==> src/rtl/icache_fill.sv <==
// Direct-mapped instruction cache with a blocking 4-word line fill.
// Hits return data in the same cycle; misses stall the fetch stage until the refill completes.
module icache_fill #(
   parameter int unsigned NSETS = 16,
   parameter int unsigned WPL   = 4
) (
   input  logic        clk,
   input  logic        rst,
   input  logic [31:0] pcF,
   input  logic        invalidate,
   input  logic [31:0] mem_rdata,
   input  logic        mem_ready,
   output logic [31:0] instrF,
   output logic        icache_stall,
   output logic        mem_req,
   output logic [31:0] mem_addr
);

   localparam int unsigned IDX_W = $clog2(NSETS);
   localparam int unsigned OFF_W = 2;
   localparam int unsigned TAG_W = 32 - 2 - OFF_W - IDX_W;
   localparam logic [OFF_W-1:0] LAST_WORD = OFF_W'(WPL - 1);

   typedef enum logic [1:0] {
      IDLE = 2'd0,
      FILL = 2'd1,
      DONE = 2'd2
   } state_t;

   state_t             state_q, state_d;
   logic [OFF_W-1:0]   cnt_q, cnt_d;
   logic [TAG_W-1:0]   ltag_q, ltag_d;
   logic [IDX_W-1:0]   lidx_q, lidx_d;
   logic [NSETS-1:0]   valid_q, valid_d;

   logic [31:0]        data_mem [NSETS][WPL];
   logic [TAG_W-1:0]   tag_mem  [NSETS];

   logic [OFF_W-1:0]   off_c;
   logic [IDX_W-1:0]   idx_c;
   logic [TAG_W-1:0]   tag_c;
   logic               hit_c;
   logic               data_we_c;
   logic               tag_we_c;
   logic               unused_pc_bits;

   // Byte offset within a word carries no information for instruction fetch.
   assign unused_pc_bits = ^pcF[1:0];

   assign off_c = pcF[2 +: OFF_W];
   assign idx_c = pcF[2 + OFF_W +: IDX_W];
   assign tag_c = pcF[2 + OFF_W + IDX_W +: TAG_W];

   assign hit_c = (state_q == IDLE) && valid_q[idx_c] && (tag_mem[idx_c] == tag_c);

   assign instrF       = hit_c ? data_mem[idx_c][off_c] : 32'h0000_0000;
   assign icache_stall = !hit_c;
   assign mem_req      = (state_q == FILL);
   assign mem_addr     = mem_req ? {ltag_q, lidx_q, cnt_q, 2'b00} : 32'h0000_0000;

   // Next-state and fill control.
   always_comb begin
      state_d   = state_q;
      cnt_d     = cnt_q;
      ltag_d    = ltag_q;
      lidx_d    = lidx_q;
      valid_d   = valid_q;
      data_we_c = 1'b0;
      tag_we_c  = 1'b0;

      unique case (state_q)
         IDLE: begin
            if (invalidate) begin
               valid_d = '0;
            end else if (!hit_c) begin
               state_d        = FILL;
               ltag_d         = tag_c;
               lidx_d         = idx_c;
               cnt_d          = '0;
               valid_d[idx_c] = 1'b0;
            end
         end
         FILL: begin
            if (mem_ready) begin
               data_we_c = 1'b1;
               cnt_d     = cnt_q + OFF_W'(1);
               if (cnt_q == LAST_WORD) begin
                  state_d         = DONE;
                  tag_we_c        = 1'b1;
                  valid_d[lidx_q] = 1'b1;
               end
            end
         end
         DONE: begin
            state_d = IDLE;
         end
         default: begin
            state_d = IDLE;
         end
      endcase
   end

   always_ff @(posedge clk or posedge rst) begin
      if (rst) begin
         state_q <= IDLE;
         cnt_q   <= '0;
         ltag_q  <= '0;
         lidx_q  <= '0;
         valid_q <= '0;
      end else begin
         state_q <= state_d;
         cnt_q   <= cnt_d;
         ltag_q  <= ltag_d;
         lidx_q  <= lidx_d;
         valid_q <= valid_d;
      end
   end

   // Line storage is qualified by valid_q, so it carries no reset.
   always_ff @(posedge clk) begin
      if (data_we_c) begin
         data_mem[lidx_q][cnt_q] <= mem_rdata;
      end
      if (tag_we_c) begin
         tag_mem[lidx_q] <= ltag_q;
      end
   end

endmodule

==> config.mk <==
export PLATFORM = sky130hd
export DESIGN_NAME = icache_fill
export DESIGN_NICKNAME = d
export VERILOG_FILES = /design/src/rtl/icache_fill.sv
export SDC_FILE = /design/constraint.sdc
export NUM_CORES = 2
export LEC_CHECK = 0
export ABC_AREA = 1
export BUFFER_PORTS_ARGS = -buffer_cell sky130_fd_sc_hd__buf_2
export CORE_UTILIZATION = 55
export CTS_BUF_LIST = sky130_fd_sc_hd__clkbuf_8
export CTS_CLUSTER_SIZE = 40
export DETAILED_ROUTE_END_ITERATION = 6
export PLACE_DENSITY_LB_ADDON = 0.25
export REMOVE_ABC_BUFFERS = 1
export SLEW_MARGIN = 15
export SYNTH_ARGS = -nofsm -noshare
export SYNTH_HDL_FRONTEND = slang
export SYNTH_SLANG_ARGS = --single-unit
export TNS_END_PERCENT = 10
==> constraint.sdc <==
create_clock -name clk -period 6.03 [get_ports clk]
set_input_delay 1.206 -clock clk [delete_from_list [all_inputs] [get_ports clk]]
set_output_delay 1.206 -clock clk [all_outputs]
set_load 0.02 [all_outputs]
==> run metrics <==
Worst-Margin Slew between 1000 and 1500 ps; Worst R2R Start state_q[1]; headroom to the max-slew limit 0.155; Hold Worst Slack 365 ps; Initial Utilization 0.557; top_reg_cell synth edfxtp_1; row cnt 152; DR vias/cell between 6 and 7; number of synthesized flops with an enable pin 2,432; first-pass iteration count of the detailed router 7; H-tree depth 5; top cells by area, synth edfxtp_1 76%, nor3_1 4.9%, nand2_1 3.8%; CTS Buffer Depth 4; Final WS setup ~360 ps; part of the cycle the worst path needs 0.940; Pleak 0.0360 uW; final hold violation count 0; largest fanout on the critical path 33; crit path from pcF[4]; max-slew violation count 0; Yosys reg bits 2,480; setup repair bufs after CTS 0; routed wire length about 290,000 um; Post-Syn Instances 6,908; async set-reset flop share out of synthesis 0.0194; Worst-path clk slew 60 ps; mux share of post-synthesis cell area 0; simple-gate area share of the yosys netlist 0.119; Sink Count 2,480; WS Path Type input port to output pin; Hold Path Class input port to async pin; Final Critical Period 5670 ps; Die Height 420 um; Mapped Area 96,000 um^2; die area 176,000 um^2; Setup WS pre-CTS 487 ps; Root Buffer clkbuf_8; Total GRT Usage 0.324; Worst setup SP type input port; Final Setup Violations 0; antenna violations before repair 18; PwrDens 343 nW/um^2; outcome completed; synth warn 0; main combinational cell family by area after synthesis simple AND/OR/NAND/NOR gates; CTS resizes 0; TritonCTS buffer count 400; XOR/XNOR Fraction of Synth Area 0; maximum VDD drop between 0.2 and 0.3 mV; number of global-route vias before repair 60.2k; HPWL after detailed placement 153,000 um; final design area excluding fillers 108,000 um^2; largest net degree at the start of global routing 137; io pins 134; post-synth top area share 0.761; R2R depth 7; worst-skew pair later-pin latency 1100 ps; buffers added on ports approximately 130; worst path required time 4820 ps; Hold Buf Count CTS 0; CTS tree built; post-synthesis compound-gate area fraction 0.0817; total grt overflow 0; Setup crit end instrF[24]; fmax 0.177 GHz; Routed WL per cell 29.2 um; Cells after DPL 9,110; Yosys cell types 38; Avg Cell Area, Syn 13.9 um^2; Worst Skew 89.3 ps; MaxCap Viol Count 0; Starting DRT DRC Count 9,266; Final Core Density 0.626; post-route ant nets 0; share of layout cells above drive strength 1 0.128; via count 63.5k; CP arrival 4460 ps; Layout Cells excl Fill 9,814; fin nets 7,275; # DRC 0; core footprint roughly 170,000 um^2; Layout area overhead 12.4%; sequential area share after synthesis 0.773; Post-Synth Adder-Cell Area 0.000521; cell taking the most area after synthesis edfxtp_1; capturing point of the worst reg2reg path data_mem[12][29]; RSZ-0062 raised after global routing false; Placed Instance Area 101,000 um^2; reg2reg setup slack between 1500 and 2000 ps; placer congestion estimate 0.872; die width 420 um; first-pass GRT wire length between 400,000 and 500,000 um; CP endpoint kind output pin
[routing by layer]
layer | up-vias | part of all wire | wire length [um] | GRT usage
li1 | 27000 | - | - | -
met1 | 31200 | 0.37 | 105000 | 0.443
met2 | 4512 | 0.46 | 132000 | 0.493
met3 | 728 | 0.13 | 37700 | 0.0848
met4 | 12 | 0.043 | 12200 | 0.140
met5 | - | 0.00026 | 75 | 0
[placed cells by master (no fill, tap or decap), types with 42 or more instances in the layout]
cell / n
inv_1: 209
a21oi_1: 64
clkbuf_8: 418
nor2_4: 82
edfxtp_1: 2432
buf_12: 49
o22ai_1: 384
nor3_1: 945
a221oi_1: 42
nor2_1: 481
nand2_1: 972
dfrtp_1: 48
o21ai_0: 255
buf_4: 199
buf_2: 123
o221ai_1: 180
clkinv_1: 106
o31ai_1: 135
a22oi_1: 45
nand3_1: 145
[kinds of logic after synthesis]
family                     after synthesis
buffers and inverters                  587
adders and majority gates                4
other                                    1
AOI/OAI and AO/OA                     1180
and+or+nand+nor                       2656
DFF                                   2480
[where the power goes]
group	switching [uW]	total, uW	internal [uW]
registers	492	20300	19800
logic	2600	3420	823
clock network	6480	13200	6750
total	9580	37000	27400
[Yosys cell counts (33+ instances only)]
| cell type | number |
|---|---|
| clkbuf_1 | 268 |
| o22ai_1 | 384 |
| nand2_1 | 975 |
| nor3_1 | 947 |
| buf_2 | 129 |
| edfxtp_1 | 2432 |
| inv_1 | 92 |
| dfrtp_1 | 48 |
| nand3_1 | 145 |
| o21ai_0 | 255 |
| a221oi_1 | 42 |
| o221ai_1 | 180 |
| o2111ai_1 | 33 |
| a22oi_1 | 45 |
| nor2_1 | 562 |
| o31ai_1 | 135 |
| a21oi_1 | 64 |
| buf_1 | 71 |
[per-stage QoR]
step | setup TNS [ps] | total power, uW
2_1_floorplan | -428920 | 22100
3_3_place_gp | 0 | 23900
3_5_place_dp | 0 | 24000
4_1_cts | 0 | 37000
5_1_grt | 0 | 38000
6_report | 0 | 37000
[state kept, by name, indices dropped and copies added (netlist names)]
signal / flops
cnt_q: 2
tag_mem: 384
state_q: 2
ltag_q: 24
valid_q: 16
lidx_q: 4
data_mem: 2048
[how the worst min path moves through the flow]
stage	endpoint	cells past startpoint	slack (ps)	from
6_report	ltag_q[4]	3	370	rst
5_1_grt	ltag_q[2]	3	370	pcF[10]
4_1_cts	ltag_q[1]	3	300	rst
3_5_place_dp	valid_q[3]	2	510	valid_q[3]
3_3_place_gp	valid_q[6]	2	500	valid_q[6]
2_1_floorplan	valid_q[10]	2	470	valid_q[10]
[final cells by class]
cell class | instances | area (um^2)
Sequential cell | 2480 | 74200
Fill cell | 12600 | 64600
Multi-Input combinational cell | 3842 | 20000
Clock buffer | 418 | 5750
Timing Repair Buffer | 380 | 3310
Tap cell | 2310 | 2890
Clock inverter | 277 | 1360
Inverter | 99 | 403
Antenna cell | 8 | 20.0
[worst max-delay path: stages]
cell,delay (ps)
buf_8,280
nand2_8,240
inv_2,370
buf_4,380
a22oi_1,160
nand2_1,90
nand2_1,50
nand2_1,100
nor2_1,110
nor2_1,120
nand3_1,110
nor2_1,110
nand3_1,70
nand3b_1,220
buf_12,220
nor2_1,240
buf_2,210
(Power assumes the default switching activity.)
